===== src/rtl/shift_sched_pkg.sv =====
// Shared defaults, FSM state type and direction encodings for the shift scheduler.
package shift_sched_pkg;

  localparam int unsigned WIDTH_DEF = 32;
  localparam int unsigned AMT_W_DEF = 5;

  localparam logic DIR_LEFT  = 1'b0;
  localparam logic DIR_RIGHT = 1'b1;

  typedef enum logic [1:0] {
    StIdle  = 2'd0,
    StShift = 2'd1,
    StDone  = 2'd2
  } state_e;

endpackage


===== src/rtl/shift_core.sv =====
// Iterative shifter: loads an operand and direction, then shifts one bit per enabled cycle.
module shift_core
  import shift_sched_pkg::*;
#(
  parameter int unsigned WIDTH = WIDTH_DEF
) (
  input  logic             i_clk,
  input  logic             i_clr,
  input  logic             i_load,
  input  logic             i_en,
  input  logic             i_dir,
  input  logic [WIDTH-1:0] i_data,
  output logic [WIDTH-1:0] o_q
);

  logic [WIDTH-1:0] r_q;
  logic             r_dir;

  // Operand register: load wins over shift; logical shift with zero fill.
  always_ff @(posedge i_clk) begin
    if (i_clr) begin
      r_q   <= '0;
      r_dir <= DIR_LEFT;
    end else if (i_load) begin
      r_q   <= i_data;
      r_dir <= i_dir;
    end else if (i_en) begin
      if (r_dir == DIR_RIGHT) begin
        r_q <= {1'b0, r_q[WIDTH-1:1]};
      end else begin
        r_q <= {r_q[WIDTH-2:0], 1'b0};
      end
    end
  end

  assign o_q = r_q;

endmodule


===== src/rtl/shift_sched.sv =====
// Two-requester round-robin front end feeding an iterative shifter with a valid/ready response.
module shift_sched
  import shift_sched_pkg::*;
#(
  parameter int unsigned WIDTH = WIDTH_DEF,
  parameter int unsigned AMT_W = AMT_W_DEF
) (
  input  logic             clk,
  input  logic             clr,
  input  logic             req0_valid,
  output logic             req0_ready,
  input  logic [WIDTH-1:0] req0_data,
  input  logic             req0_dir,
  input  logic [AMT_W-1:0] req0_amt,
  input  logic             req1_valid,
  output logic             req1_ready,
  input  logic [WIDTH-1:0] req1_data,
  input  logic             req1_dir,
  input  logic [AMT_W-1:0] req1_amt,
  output logic             rsp_valid,
  input  logic             rsp_ready,
  output logic [WIDTH-1:0] rsp_data,
  output logic             rsp_id,
  output logic             busy
);

  state_e           r_state;
  state_e           w_state_next;
  logic             r_last;       // requester served most recently; 1 after reset so req0 wins
  logic [AMT_W-1:0] r_cnt;
  logic             r_id;

  logic             w_grant;
  logic             w_open;
  logic             w_accept;
  logic             w_shift_en;
  logic [WIDTH-1:0] w_sel_data;
  logic             w_sel_dir;
  logic [AMT_W-1:0] w_sel_amt;
  logic [WIDTH-1:0] w_core_q;

  // Arbiter: contention goes to the requester not served last; a lone valid wins outright.
  always_comb begin
    w_grant    = (req0_valid && req1_valid) ? ~r_last : req1_valid;
    w_open     = (r_state == StIdle) && !clr;
    req0_ready = w_open && req0_valid && !w_grant;
    req1_ready = w_open && req1_valid && w_grant;
    w_accept   = req0_ready || req1_ready;
    w_sel_data = w_grant ? req1_data : req0_data;
    w_sel_dir  = w_grant ? req1_dir  : req0_dir;
    w_sel_amt  = w_grant ? req1_amt  : req0_amt;
  end

  // Next-state logic and shift enable.
  always_comb begin
    w_state_next = r_state;
    w_shift_en   = 1'b0;
    unique case (r_state)
      StIdle: begin
        if (w_accept) begin
          w_state_next = (w_sel_amt != '0) ? StShift : StDone;
        end
      end
      StShift: begin
        w_shift_en = 1'b1;
        if (r_cnt == AMT_W'(1)) begin
          w_state_next = StDone;
        end
      end
      StDone: begin
        if (rsp_ready) begin
          w_state_next = StIdle;
        end
      end
      default: w_state_next = StIdle;
    endcase
  end

  // State register.
  always_ff @(posedge clk) begin
    if (clr) begin
      r_state <= StIdle;
    end else begin
      r_state <= w_state_next;
    end
  end

  // Round-robin pointer and response owner, both captured only on accept.
  always_ff @(posedge clk) begin
    if (clr) begin
      r_last <= 1'b1;
      r_id   <= 1'b0;
    end else if (w_accept) begin
      r_last <= w_grant;
      r_id   <= w_grant;
    end
  end

  // Remaining-shift counter.
  always_ff @(posedge clk) begin
    if (clr) begin
      r_cnt <= '0;
    end else if (w_accept) begin
      r_cnt <= w_sel_amt;
    end else if (w_shift_en) begin
      r_cnt <= r_cnt - AMT_W'(1);
    end
  end

  shift_core #(
    .WIDTH (WIDTH)
  ) u_core (
    .i_clk  (clk),
    .i_clr  (clr),
    .i_load (w_accept),
    .i_en   (w_shift_en),
    .i_dir  (w_sel_dir),
    .i_data (w_sel_data),
    .o_q    (w_core_q)
  );

  assign rsp_valid = (r_state == StDone);
  assign busy      = (r_state != StIdle);
  assign rsp_data  = w_core_q;
  assign rsp_id    = r_id;

endmodule


===== config.mk =====
export PLATFORM = sky130hd
export DESIGN_NAME = shift_sched
export DESIGN_NICKNAME = d
export VERILOG_FILES = /design/src/rtl/shift_sched_pkg.sv /design/src/rtl/shift_core.sv /design/src/rtl/shift_sched.sv
export SDC_FILE = /design/constraint.sdc
export NUM_CORES = 1
export LEC_CHECK = 0
export ABC_AREA = 1
export BUFFER_PORTS_ARGS = -buffer_cell sky130_fd_sc_hd__buf_2
export CAP_MARGIN = 20
export CORE_MARGIN = 2
export CORE_UTILIZATION = 35
export DETAILED_ROUTE_END_ITERATION = 7
export PLACE_DENSITY_LB_ADDON = 0.15
export SKIP_CTS_REPAIR_TIMING = 1
export SYNTH_ARGS = -nofsm -noshare
export SYNTH_HDL_FRONTEND = slang
export SYNTH_SLANG_ARGS = --single-unit

===== constraint.sdc =====
create_clock -name clk -period 1.66 [get_ports clk]
set_clock_uncertainty 0.1 [all_clocks]
set_input_delay 0.166 -clock clk [delete_from_list [all_inputs] [get_ports clk]]
set_output_delay 0.166 -clock clk [all_outputs]
set_load 0.05 [all_outputs]

### Word-level counts from Yosys, hierarchy flattened

Index checks and enable logic that the tools add are counted.
Widths: inputs -> output; s select.

* flip-flop bits (word level): 42
* input bits: 81
* output and inout port bits: 37
* logic and storage cells: 43

* $add $sub $neg: 1
* equal/unequal tests: 6
* multiplexer cells: 15
* bitwise operators: 1
* reductions and logical operators: 14

Operators with widths (number)
* $mux 32: 4
* $mux 5: 3
* $mux 2: 4
* $logic_and 1x1->1: 6
* $pmux 2 s3: 1
* $eq 5x1->1 const B: 1
* $reduce_bool 5->1: 1
* $sub 5x1->5 const B: 1
* $ne 2x1->1 const B: 2
* $reduce_bool 2->1: 2
* $mux 1: 3
* $reduce_and 3->1: 1
* $eq 2x1->1 const B: 1
* $eq 2x2->1 const B: 1
* $logic_not 1->1: 2
* $logic_not 2->1: 1
* $ne 2x2->1 const B: 1
* $logic_or 1x1->1: 1
* $not 1->1: 1

### Depth between registers and ports, before layout

* depth in word-level cells: 7
* gate-level depth with buffers: 11
* depth with buffers taken out: 10

### Cells and area by module

From an unflattened synthesis, not the netlist that was laid out.

* cell total of the unflattened synthesis: 538
* area, all modules: 3156.8 um^2

By module, submodules not included
* shift_core: times used 1, cells an instance 323, area an instance 2043.2 um^2, sequential area each 660.6 um^2
* shift_sched: times used 1, cells an instance 215, area an instance 1113.6 um^2, sequential area each 180.2 um^2

### Least setup slack after synthesis

No wires, ideal clock.

* kind: flip-flop to flip-flop
* start point: register r_state[0]
* end point: register u_core.r_q[27], in the netlist u_core.o_q[27]
* library setup time: 70 ps
* data arrival time: 1783 ps
* data required time: 1490 ps
* setup slack: -293 ps
* cell stages (with the launch flop): 8
* path buffers: 0
* clock period less this slack: 1953 ps
* cells stage by stage: dfxtp_1 > nor2_1 > nand2_2 > nor2_1 > nor2_1 > nand2_1 > o21ai_1 > a21oi_1

* longest elaborated chain between the ends: 6
* elaborated cells between the ends (all ways): 11
* classes of those cells: 1 x eq/ne; 2 x mux; 8 x reduce/logical

Ends and longest elaborated chain
* from (decl): line shift_sched.sv:27 `state_e r_state;`
* from (signal assigned): line shift_sched.sv:82 `r_state <= StIdle;`
* from (signal assigned): line shift_sched.sv:84 `r_state <= w_state_next;`
* $logic_not 2->1 *: line shift_sched.sv:45 `w_open = (r_state == StIdle) && !clr;`
* $logic_and 1x1->1 *: line shift_sched.sv:45
* $logic_and 1x1->1 * (2 in a row): line shift_sched.sv:47 `req1_ready = w_open && req1_valid && w_grant;`
* net req1_ready: line shift_sched.sv:16 `output logic req1_ready,`
* $logic_or 1x1->1 *: line shift_sched.sv:48 `w_accept = req0_ready || req1_ready;`
* $mux 32 / $reduce_bool 2->1 (equally long branches)
* to (signal assigned): line shift_core.sv:25 `r_q <= i_data;`
* to (signal assigned): line shift_core.sv:29 `r_q <= {1'b0, r_q[WIDTH-1:1]};`
* to (signal assigned): line shift_core.sv:31 `r_q <= {r_q[WIDTH-2:0], 1'b0};`
* to (decl): line shift_core.sv:16 `logic [WIDTH-1:0] r_q;`

Mark *: on every way through the listed nets, which the timed path passes. The rest lies on a longest branch.
A chain may end at the register's enable or synchronous reset.

### Final worst setup path

* start point: register r_state[1]
* end point: output port req0_ready

* longest elaborated chain between the ends: 4

Ends and longest elaborated chain
* $logic_not 2->1: line shift_sched.sv:45
* $logic_and 1x1->1: line shift_sched.sv:45
* $logic_and 1x1->1 (2 in a row): line shift_sched.sv:46 `req0_ready = w_open && req0_valid && !w_grant;`
* to (decl): line shift_sched.sv:11 `output logic req0_ready,`

No other way between the ends.

==> impl_metrics.csv <==
group,metric,value,unit
placed_design,gp_congestion,0.805,
finish,fin_util,49.9,%
global_routing,grt_pass1_wl,14.0,mm
finish,antennaDiodeCount,0,
timing,setup_viol,0,
logic_synthesis,synth_largest_area_cell,"dfxtp_1",
timing,finalMaxSlewViolations,0,
floorplanning,io_pins,118,
logic_synthesis,synth.distinct_cells,30,
hold_path,hold_class,"input pin to flip-flop",
timing,whs,0.0805,ns
global_routing,grt.total_usage,19.4,%
logic_synthesis,synth_area_leaders,"dfxtp_1 30%, nand2_1 18%, a21oi_1 11%",
logic_synthesis,synth_top_area_share,30.0,%
timing,tightest_slew,0.410,ns
detailed_routing,avgViaCountPerCell,4.85,
global_routing,overflow,0,
logic_synthesis,syn_avg_cell_area,6.01,um2
clocking,h-tree-depth,2,
clocking,cts_root_buf,"clkbuf_8",
floorplanning,die_area,8750,um2
setup_path,critPathMaxFanout,3,
setup_path,arrival,1.34,ns
clocking,cts.reportedPaths.clkPinSlew,0.09,ns
detailed_routing,first_pass_iters,4,
clocking,cts_tree,"done",
setup_path,critical_path_required,1.39,ns
logic_synthesis,syn-num-nets,550,
timing,finalCritPeriodShare,96.6,%
finish,fin_area,3870,um2
floorplanning,core,7770,um2
pwr,power.total,0.00586,W
finish,syn_to_final_growth,38.0,%
logic_synthesis,synth_flop_cell,"dfxtp_1",
logic_synthesis,async_flop_share,0,%
logic_synthesis,synthTopCellsByCount,"132 x nand2_1, 79 x nor2_1, 60 x a21oi_1",
clocking,cts.sinks,42,
logic_synthesis,synth_cells,467,
setup_path,path_class,"flip-flop to output port",
logic_synthesis,ys_warn_count,0,
timing,hold_viol,0,
detailed_routing,drc,0,
timing,min_period,1.60,ns
logic_synthesis,netlist_area,2810,um2
pwr,power_leakage,1.80,nW
placed_design,dpl_cell_area,3600,um2
setup_path,cp-start-kind,"flip-flop",
finish,drive_gt1_share,32.4,%
logic_synthesis,synth-seq-cells,42,
setup_path,crit_top_cell,"nor2_4",
setup_path,cp_cell_sequence,"nor2_4 -> nand2_2 -> inv_2 -> nand2_4 -> buf_6 -> nor2_4 -> buf_8",
timing,timing.fmax,0.624,GHz
detailed_routing,drt_iter0_drc,155,
timing,slew-limit-headroom,72.6,%
outcome,status,"complete, no violations",
pwr,max-vdd-ir-drop,0.637,mV
job,cap_viol_max_count,0,
clocking,cts_inserted_buffers,5,
finish,fin_nets,681,
setup_path,r2r_slack,0.09,ns
timing,setup-tns-final,0,ns
clocking,clk-insertion-delay-late,0.30,ns
detailed_routing,vias,3401,
clocking,clockBufferDepth,2,
logic_synthesis,synth_edf_count,0,
finish,ff_latch_area,845,um2
global_routing,grt_pass1_vias,3115,
detailed_routing,wirelength,8.58,mm
floorplanning,initial_core_util,36.1,%
finish,multi_input_area,1760,um2
detailed_routing,wl_per_cell,12.2,um
placed_design,place_hpwl,6.07,mm
pwr,power_density,1510,nW/um2
floorplanning,die_width,93.5,um
placed_design,numPortBuffers,117,
detailed_routing,final_antenna_net_count,0,
global_routing,antenna_found_initial,0,
logic_synthesis,ys_seq_area_share,30.0,%
global_routing,grt_max_degree,36,
floorplanning,rows,32,
finish,n_fill_cell,838,
setup_path,slowest_delay,0.34,ns
logic_synthesis,yosysMostFrequentCell,"nand2_1",
floorplanning,die_height,93.5,um
setup_path,end_kind,"output port",
setup_path,cp_slowest_cell,"dfxtp_2",
==> worst paths after layout <==
check | startpoint | to | cells after the start
setup / recovery | r_state[1] | req0_ready | 7
hold / removal | req1_data[28] | u_core.o_q[28] | 3
setup reg to reg | r_last | u_core.o_q[5] | 10
hold reg to reg | r_last | r_last | 2
==> kinds of logic after synthesis <==
family	synth area share, %
AO/OA/AOI/OAI	25.6
XOR/XNOR	0.312
adder cells (fa/ha/maj)	0.892
buffers and inverters	9.14
flip-flops	30.0
AND/OR/NAND/NOR	34.1
==> sequential cells by signal, indices dropped and copies added, names as in the netlist <==
name and flops:
r_cnt 5, r_state 2, u_core.o_q 32, u_core.r_dir 1, rsp_id 1, r_last 1
==> critical path, delay by kind of cell (launching register included) <==
family        cells  cell delay [ns]
flops             1             0.34
simple gates      4             0.34
buf+inv           3             0.37
==> cells in the final DEF (no fill, tap or decap), types with 2 or more instances in the layout <==
master,count
buf_12,3
inv_1,18
o21ai_0,13
o211ai_1,2
buf_4,30
buf_8,4
buf_2,115
buf_6,2
nor2_1,75
nand2_1,132
nand2_4,4
dfxtp_2,3
or2_2,2
nand2_2,2
nand3_1,14
nor2_4,6
inv_2,3
clkbuf_8,5
o21ai_2,10
a21oi_1,60
ha_1,2
a31oi_1,3
o21ai_1,40
dfxtp_1,39
==> layer usage <==
| metal | share of wire [%] | GRT usage [%] | vias up |
|---|---|---|---|
| li1 | - | - | 1784 |
| met1 | 48 | 25.9 | 1517 |
| met2 | 46 | 32.3 | 93 |
| met3 | 5.4 | 3.22 | 7 |
| met4 | 0.82 | 5.68 | 0 |
| met5 | 0 | 0 | - |
==> metrics by stage <==
| step | setup slack, ns | std cells |
|---|---|---|
| 2_1_floorplan | 0.148 | 467 |
| 3_3_place_gp | -0.0276 | 684 |
| 3_5_place_dp | -0.0450 | 684 |
| 4_1_cts | -0.127 | 692 |
| 5_1_grt | -0.0160 | 701 |
| 6_report | 0.0572 | 701 |
==> report_power, final <==
| group | leakage [nW] | switching, W | internal, W |
|---|---|---|---|
| sequential | 0.347 | 0.000273 | 0.00130 |
| clock | 0.0514 | 0.000375 | 0.000449 |
| combinational | 1.40 | 0.00227 | 0.00120 |
==> area by class of cell <==
type	count	area share [%]
Multi-Input combinational cell	372	45.3
Tap cell	102	3.29
Clock buffer	6	1.87
Timing Repair Buffer	155	24.5
Inverter	22	2.20
Sequential cell	42	21.8
Clock inverter	2	0.969
Note: power is estimated with default switching activity, not from simulation.
